**src/rtl/bmem_line_arbiter.sv**
```systemverilog
// bmem_line_arbiter: shares one burst-memory port between an I-side line reader
// (port 0) and a D-side line reader/writer (port 1). Read bursts are assembled
// into full lines, write lines are sliced into beats, and the winner gets a
// one-cycle completion pulse carrying the line.
module bmem_line_arbiter #(
  parameter int unsigned BUS_WIDTH  = 64,
  parameter int unsigned BURST_LEN  = 4,
  parameter int unsigned ADDR_WIDTH = 32,
  parameter int unsigned RR_EN      = 1
) (
  input  logic                             clk,
  input  logic                             rst,
  input  logic                             i_read,
  input  logic [ADDR_WIDTH-1:0]            i_addr,
  output logic [BUS_WIDTH*BURST_LEN-1:0]   i_rdata,
  output logic                             i_resp,
  input  logic                             d_read,
  input  logic                             d_write,
  input  logic [ADDR_WIDTH-1:0]            d_addr,
  input  logic [BUS_WIDTH*BURST_LEN-1:0]   d_wdata,
  output logic [BUS_WIDTH*BURST_LEN-1:0]   d_rdata,
  output logic                             d_resp,
  output logic                             mem_read,
  output logic                             mem_write,
  output logic [ADDR_WIDTH-1:0]            mem_addr,
  output logic [BUS_WIDTH-1:0]             mem_wdata,
  input  logic [BUS_WIDTH-1:0]             mem_rdata,
  input  logic                             mem_resp
);

  localparam int unsigned LINE_WIDTH = BUS_WIDTH * BURST_LEN;
  localparam int unsigned OFS_W      = $clog2(LINE_WIDTH / 8);
  localparam int unsigned CNT_W      = $clog2(BURST_LEN + 1);
  localparam int unsigned IDX_W      = (BURST_LEN > 1) ? $clog2(BURST_LEN) : 1;

  localparam logic [ADDR_WIDTH-1:0] ALIGN_MASK =
    ~((ADDR_WIDTH'(1) << OFS_W) - ADDR_WIDTH'(1));
  localparam logic [CNT_W-1:0] LAST_CNT = CNT_W'(BURST_LEN - 1);

  localparam logic [1:0] S_IDLE  = 2'd0;
  localparam logic [1:0] S_READ  = 2'd1;
  localparam logic [1:0] S_WRITE = 2'd2;
  localparam logic [1:0] S_DONE  = 2'd3;

  logic [1:0]            r_state,     w_nxt_state;
  logic [CNT_W-1:0]      r_cnt,       w_nxt_cnt;
  logic                  r_gnt_d,     w_nxt_gnt_d;
  logic                  r_pref_d,    w_nxt_pref_d;
  logic                  r_was_wr,    w_nxt_was_wr;
  logic                  r_mem_read,  w_nxt_mem_read;
  logic                  r_mem_write, w_nxt_mem_write;
  logic                  r_i_resp,    w_nxt_i_resp;
  logic                  r_d_resp,    w_nxt_d_resp;
  logic [ADDR_WIDTH-1:0] r_addr,      w_nxt_addr;
  logic [LINE_WIDTH-1:0] r_line,      w_nxt_line;

  logic                  w_req_i;
  logic                  w_req_d;
  logic                  w_pick_d;
  logic                  w_last;
  logic [IDX_W-1:0]      w_idx;
  logic [ADDR_WIDTH-1:0] w_sel_addr;

  // Arbitration decision: D wins when alone, under fixed priority, or when it is its turn
  assign w_req_i    = i_read;
  assign w_req_d    = d_read | d_write;
  assign w_pick_d   = w_req_d && (!w_req_i || (RR_EN == 0) || r_pref_d);
  assign w_sel_addr = w_pick_d ? d_addr : i_addr;
  assign w_idx      = IDX_W'(r_cnt);
  assign w_last     = (r_cnt == LAST_CNT);

  // Next-state and next-output logic for the transaction sequencer
  always_comb begin
    w_nxt_state     = r_state;
    w_nxt_cnt       = r_cnt;
    w_nxt_gnt_d     = r_gnt_d;
    w_nxt_pref_d    = r_pref_d;
    w_nxt_was_wr    = r_was_wr;
    w_nxt_mem_read  = r_mem_read;
    w_nxt_mem_write = r_mem_write;
    w_nxt_i_resp    = 1'b0;
    w_nxt_d_resp    = 1'b0;
    w_nxt_addr      = r_addr;
    w_nxt_line      = r_line;

    case (r_state)
      S_IDLE: begin
        if (w_req_i || w_req_d) begin
          w_nxt_gnt_d  = w_pick_d;
          w_nxt_pref_d = !w_pick_d;
          w_nxt_addr   = w_sel_addr & ALIGN_MASK;
          w_nxt_cnt    = '0;
          if (w_pick_d && d_write) begin
            w_nxt_state     = S_WRITE;
            w_nxt_mem_write = 1'b1;
            w_nxt_was_wr    = 1'b1;
          end else begin
            w_nxt_state    = S_READ;
            w_nxt_mem_read = 1'b1;
            w_nxt_was_wr   = 1'b0;
          end
        end
      end
      S_READ: begin
        if (mem_resp) begin
          w_nxt_line[w_idx*BUS_WIDTH +: BUS_WIDTH] = mem_rdata;
          w_nxt_cnt = r_cnt + CNT_W'(1);
          if (w_last) begin
            w_nxt_mem_read = 1'b0;
            w_nxt_state    = S_DONE;
            w_nxt_i_resp   = !r_gnt_d;
            w_nxt_d_resp   = r_gnt_d;
          end
        end
      end
      S_WRITE: begin
        if (mem_resp) begin
          w_nxt_cnt = r_cnt + CNT_W'(1);
          if (w_last) begin
            w_nxt_mem_write = 1'b0;
            w_nxt_state     = S_DONE;
            w_nxt_i_resp    = !r_gnt_d;
            w_nxt_d_resp    = r_gnt_d;
          end
        end
      end
      S_DONE: begin
        w_nxt_cnt   = '0;
        w_nxt_state = S_IDLE;
      end
      default: begin
        w_nxt_state     = S_IDLE;
        w_nxt_mem_read  = 1'b0;
        w_nxt_mem_write = 1'b0;
        w_nxt_cnt       = '0;
      end
    endcase
  end

  // State and output registers; reset abandons any in-flight burst
  always_ff @(posedge clk) begin
    if (!rst) begin
      r_state     <= S_IDLE;
      r_cnt       <= '0;
      r_gnt_d     <= 1'b0;
      r_pref_d    <= 1'b1;
      r_was_wr    <= 1'b0;
      r_mem_read  <= 1'b0;
      r_mem_write <= 1'b0;
      r_i_resp    <= 1'b0;
      r_d_resp    <= 1'b0;
      r_addr      <= '0;
      r_line      <= '0;
    end else begin
      r_state     <= w_nxt_state;
      r_cnt       <= w_nxt_cnt;
      r_gnt_d     <= w_nxt_gnt_d;
      r_pref_d    <= w_nxt_pref_d;
      r_was_wr    <= w_nxt_was_wr;
      r_mem_read  <= w_nxt_mem_read;
      r_mem_write <= w_nxt_mem_write;
      r_i_resp    <= w_nxt_i_resp;
      r_d_resp    <= w_nxt_d_resp;
      r_addr      <= w_nxt_addr;
      r_line      <= w_nxt_line;
    end
  end

  // Output decode: line data only appears alongside its own completion pulse
  assign mem_read  = r_mem_read;
  assign mem_write = r_mem_write;
  assign mem_addr  = r_addr;
  assign i_resp    = r_i_resp;
  assign d_resp    = r_d_resp;
  assign i_rdata   = r_i_resp ? r_line : '0;
  assign d_rdata   = (r_d_resp && !r_was_wr) ? r_line : '0;
  assign mem_wdata = (r_state == S_WRITE) ? d_wdata[w_idx*BUS_WIDTH +: BUS_WIDTH] : '0;

  // Protocol checks: D-side must not read and write at once; no beats outside a burst
  a_d_rw_excl: assert property (@(posedge clk) disable iff (!rst)
    !(d_read && d_write));
  a_stray_resp: assert property (@(posedge clk) disable iff (!rst)
    !(mem_resp && ((r_state == S_IDLE) || (r_state == S_DONE))));

endmodule

```
**config.mk**
```make
export PLATFORM = sky130hd
export DESIGN_NAME = bmem_line_arbiter
export DESIGN_NICKNAME = d
export VERILOG_FILES = /design/src/rtl/bmem_line_arbiter.sv
export SDC_FILE = /design/constraint.sdc
export NUM_CORES = 1
export LEC_CHECK = 0
export CAP_MARGIN = 20
export CORE_AREA = 2 2 387 389
export CTS_BUF_LIST = sky130_fd_sc_hd__clkbuf_2 sky130_fd_sc_hd__clkbuf_4 sky130_fd_sc_hd__clkbuf_8
export DETAILED_ROUTE_END_ITERATION = 12
export DIE_AREA = 0 0 389 391
export HOLD_SLACK_MARGIN = 0.15
export PLACE_DENSITY = 0.42
export SYNTH_ARGS = -nofsm -noshare
export SYNTH_HDL_FRONTEND = slang
export SYNTH_SLANG_ARGS = --single-unit
```
**constraint.sdc**
```tcl
create_clock -name clk -period 2.8 [get_ports clk]
set_input_delay 0.56 -clock clk [delete_from_list [all_inputs] [get_ports clk]]
set_output_delay 0.56 -clock clk [all_outputs]
set_load 0.005 [all_outputs]
```
==> results <==
## path summary, 6_finish.rpt
check | from | to | slack [ns] | cells past startpoint
worst max register to register | r_cnt[0] | r_line[150] | 0.19 | 11
worst max-delay path | r_cnt[0] | mem_wdata[55] | -0.17 | 6
worst min register to register | r_gnt_d | i_resp | 0.44 | 1
worst min-delay path | r_gnt_d | i_resp | 0.44 | 1
## layout make-up
cell class              count  area, µm²
flip-flops and latches    295       5920
inverters                   9       33.8
repair buffers           1253      13600
well taps                1944       2430
diodes                     18       45.0
multi-input cells        1367      10300
clock buffers              89       1090
fillers                 16325     115000
clock inverters            11        133
## routing by layer
metal	share of wire, %	wire [µm]	up-vias
li1	-	-	8594
met3	5.4	6550	109
met1	41	49700	9040
met4	2.2	2680	2
met2	51	61800	721
met5	0.011	13	-
## kinds of logic after synthesis
group	after synthesis	synth area share [%]
AOI/OAI and AO/OA	329	14.9
adders and majority gates	10	0.756
buffers and inverters	192	5.17
DFF	295	35.7
muxes	67	8.92
other	1	0.0227
and+or+nand+nor	956	34.5
## flip-flops by register name, indices dropped and copies added, names as in the netlist
signal	count
r_line	256
mem_addr	27
r_cnt	3
r_state	2
d_resp	1
i_resp	1
mem_read	1
mem_write	1
r_gnt_d	1
r_pref_d	1
r_was_wr	1
## synthesized netlist by cell type, types with 2 or more instances
master    count
a21boi_1      2
clkbuf_1    123
and2_1      577
nor2b_1     206
a22oi_1     228
buf_6         7
buf_1        13
a21boi_0     83
mux4_2       64
nor2_2        2
dfxtp_1     295
and3_1        2
ha_1         10
inv_1         9
mux2i_1       2
nand2b_1      4
o21ai_0       4
nand2_1      90
nor3_2        2
buf_2        27
buf_4        13
o21a_1        2
nor2_1        4
nand3_1      61
## placed cells by master (no fill, tap or decap), types with 4 or more instances in the layout
master,Yosys,routed
clkbuf_2,0,72
clkbuf_16,0,7
clkinv_2,0,4
nand2_1,90,90
mux4_2,64,64
diode_2,0,18
a22oi_1,228,228
nand3_1,61,58
buf_12,0,72
dlygate4sd2_1,0,153
a21boi_0,83,83
buf_4,13,86
and2_4,0,151
nor2b_1,206,205
dfxtp_1,295,289
buf_8,0,32
and2_1,577,423
conb_1,1,5
dlymetal6s2s_1,0,75
clkdlybuf4s15_1,0,36
buf_6,7,157
clkdlybuf4s50_1,0,459
o21ai_0,4,4
clkdlybuf4s15_2,0,4
buf_16,0,36
inv_1,9,9
clkbuf_8,0,68
ha_1,10,8
nand3_4,0,4
buf_2,27,60
clkbuf_4,0,22
## worst max-delay path, delay by kind of cell, from the launching register on
| family | cells | cell delay (ns) |
|---|---|---|
| simple gates | 1 | 0.18 |
| mux | 1 | 0.59 |
| buf+inv | 4 | 0.51 |
| flops | 1 | 0.37 |
## power breakdown
part	switching [µW]	internal, µW
Clock	2100	2660
Sequential	202	4460
Combinational	2540	2840
## metrics by stage
stage	setup TNS (ns)	setup slack (ns)	instance area, µm²	power, µW
after detailed placement	-0.152	-0.102	29200	9560
after floorplan	0	0.396	16600	6590
final	-6.78	-0.172	33500	14800
after global placement	-0.194	-0.105	29200	9570
after CTS	-44.60	-0.364	33000	15100
after global routing	-34.10	-0.288	33500	15600
## repair_timing
| item | CTS | global route |
|---|---|---|
| buffers inserted | 117 | 40 |
| endpoints found under the setup margin | 554 | 512 |
| cloned | 39 | 8 |
| endpoints found under the hold margin | 0 | 0 |
| pin swaps | 20 | 8 |
| resized for setup | 1190 | 509 |
==> flow_summary_export.csv <==
group,metric,value,unit
grt,grtUsageMet1,17.7,%
floorplan,dieWidth,389,µm
floorplan,core_area,149000,µm²
yosys,synth_area,16500,µm²
yosys,synth.avg_cell_area,8.94,µm²
yosys,yosys.area.top_type,"dfxtp_1",
yosys,yosysWarnings,0,
cts,clk_pin_slew,0.07,ns
final_layout,fin_util,22.6,%
route,wire_per_inst,24.2,µm
sta,whs,0.436,ns
critical_path,critPathRequiredTime,2.24,ns
yosys,synth_area_leaders,"dfxtp_1 (36%), and2_1 (22%), a22oi_1 (10%), mux4_2 (8.7%), nor2b_1 (7.8%)",
critical_path,crit_top_cell,"buf_12",
route,vias_per_cell,3.70,
run_status,violations,"antenna violations, negative setup slack",
cts,cts_tree,"done",
grt,grt_pass1_wl,157000,µm
yosys,synth-main-ff-cell,"dfxtp_1",
cts,clock_latency,0.71,ns
sta,fin_crit_sh,106,%
critical_path,worstSetupPathType,"reg2out",
cts,htreeDepth,2,
final_layout,area_delta_synth_final,102,%
pwr,power.density,442,nW/µm²
critical_path,cp.arrival,2.41,ns
route,routed_wl,121000,µm
sta,worstMarginPinSlew,0.724,ns
critical_path,path_cells,"buf_12, buf_12, buf_8, mux4_2, and2_4, buf_6",
cts,cts.sinks,295,
grt,grt_usage,14.8,%
route,drt_first_pass_iters,5,
yosys,ys_types,44,
place,hpwl,85800,µm
final_layout,drive_above_1_share,29.0,%
flow_run,max-cap-violations,0,
yosys,postSynthRegisterBits,295,
critical_path,start_kind,"flip-flop",
grt,grt_max_degree,71,
cts,root_buffer,"clkbuf_8",
critical_path,path_max_fanout,7,
route,ant_nets,1,
critical_path,endpoint_kind,"output pin",
grt,antenna_found_initial,20,
grt,grt-busiest-layer,"met2",
place,dp.cells,4693,
floorplan,rows,142,
critical_path,slowest_delay,0.59,ns
pwr,vdd_drop_max,0.310,mV
route,drt-initial-drc-count,961,
cts,clockBufferDepth,3,
sta,slew-limit-headroom,51.6,%
cts,cts_made_buffers,56,
critical_path,crit_slowest_cell,"mux4_2",
sta,setup_slack,-0.172,ns
sta,skew,0.0733,ns
sta,fin_crit,2.97,ns
sta,clock.fmax,336,MHz
place,place.gp.congestion,0.816,
floorplan,initial_core_util,11.1,%
sta,hold_viol_final,0,
route,vias,18466,
yosys,synth_top_area_share,35.7,%
grt,grt-ovfl-total,0,
final_layout,fin_cells,4986,
sta,rsz0062_at_grt,"yes",
place,portBuffers,986,
grt,met2_usage,26.9,%
yosys,seq_area_frac_synth,35.7,%
final_layout,nets,3382,
cts,cts_hold_buffers,0,
floorplan,ios,1002,
yosys,syn_inst,1850,
floorplan,dieArea,152000,µm²
yosys,ys_async_sr_fraction,0,%
sta,final_max_slew_viol_count,0,
pwr,leakage,0.0145,µW
run_status,outcome,"finished, violations left",
grt,use_met3,3.01,%
sta,setup_viol,134,
floorplan,die_y,391,µm
grt,grt_pass1_vias,18476,
route,post-route-drc-count,0,
yosys,synth_edf_count,0,
min_path,hold_class,"reg2reg",
(Power assumes the default switching activity.)
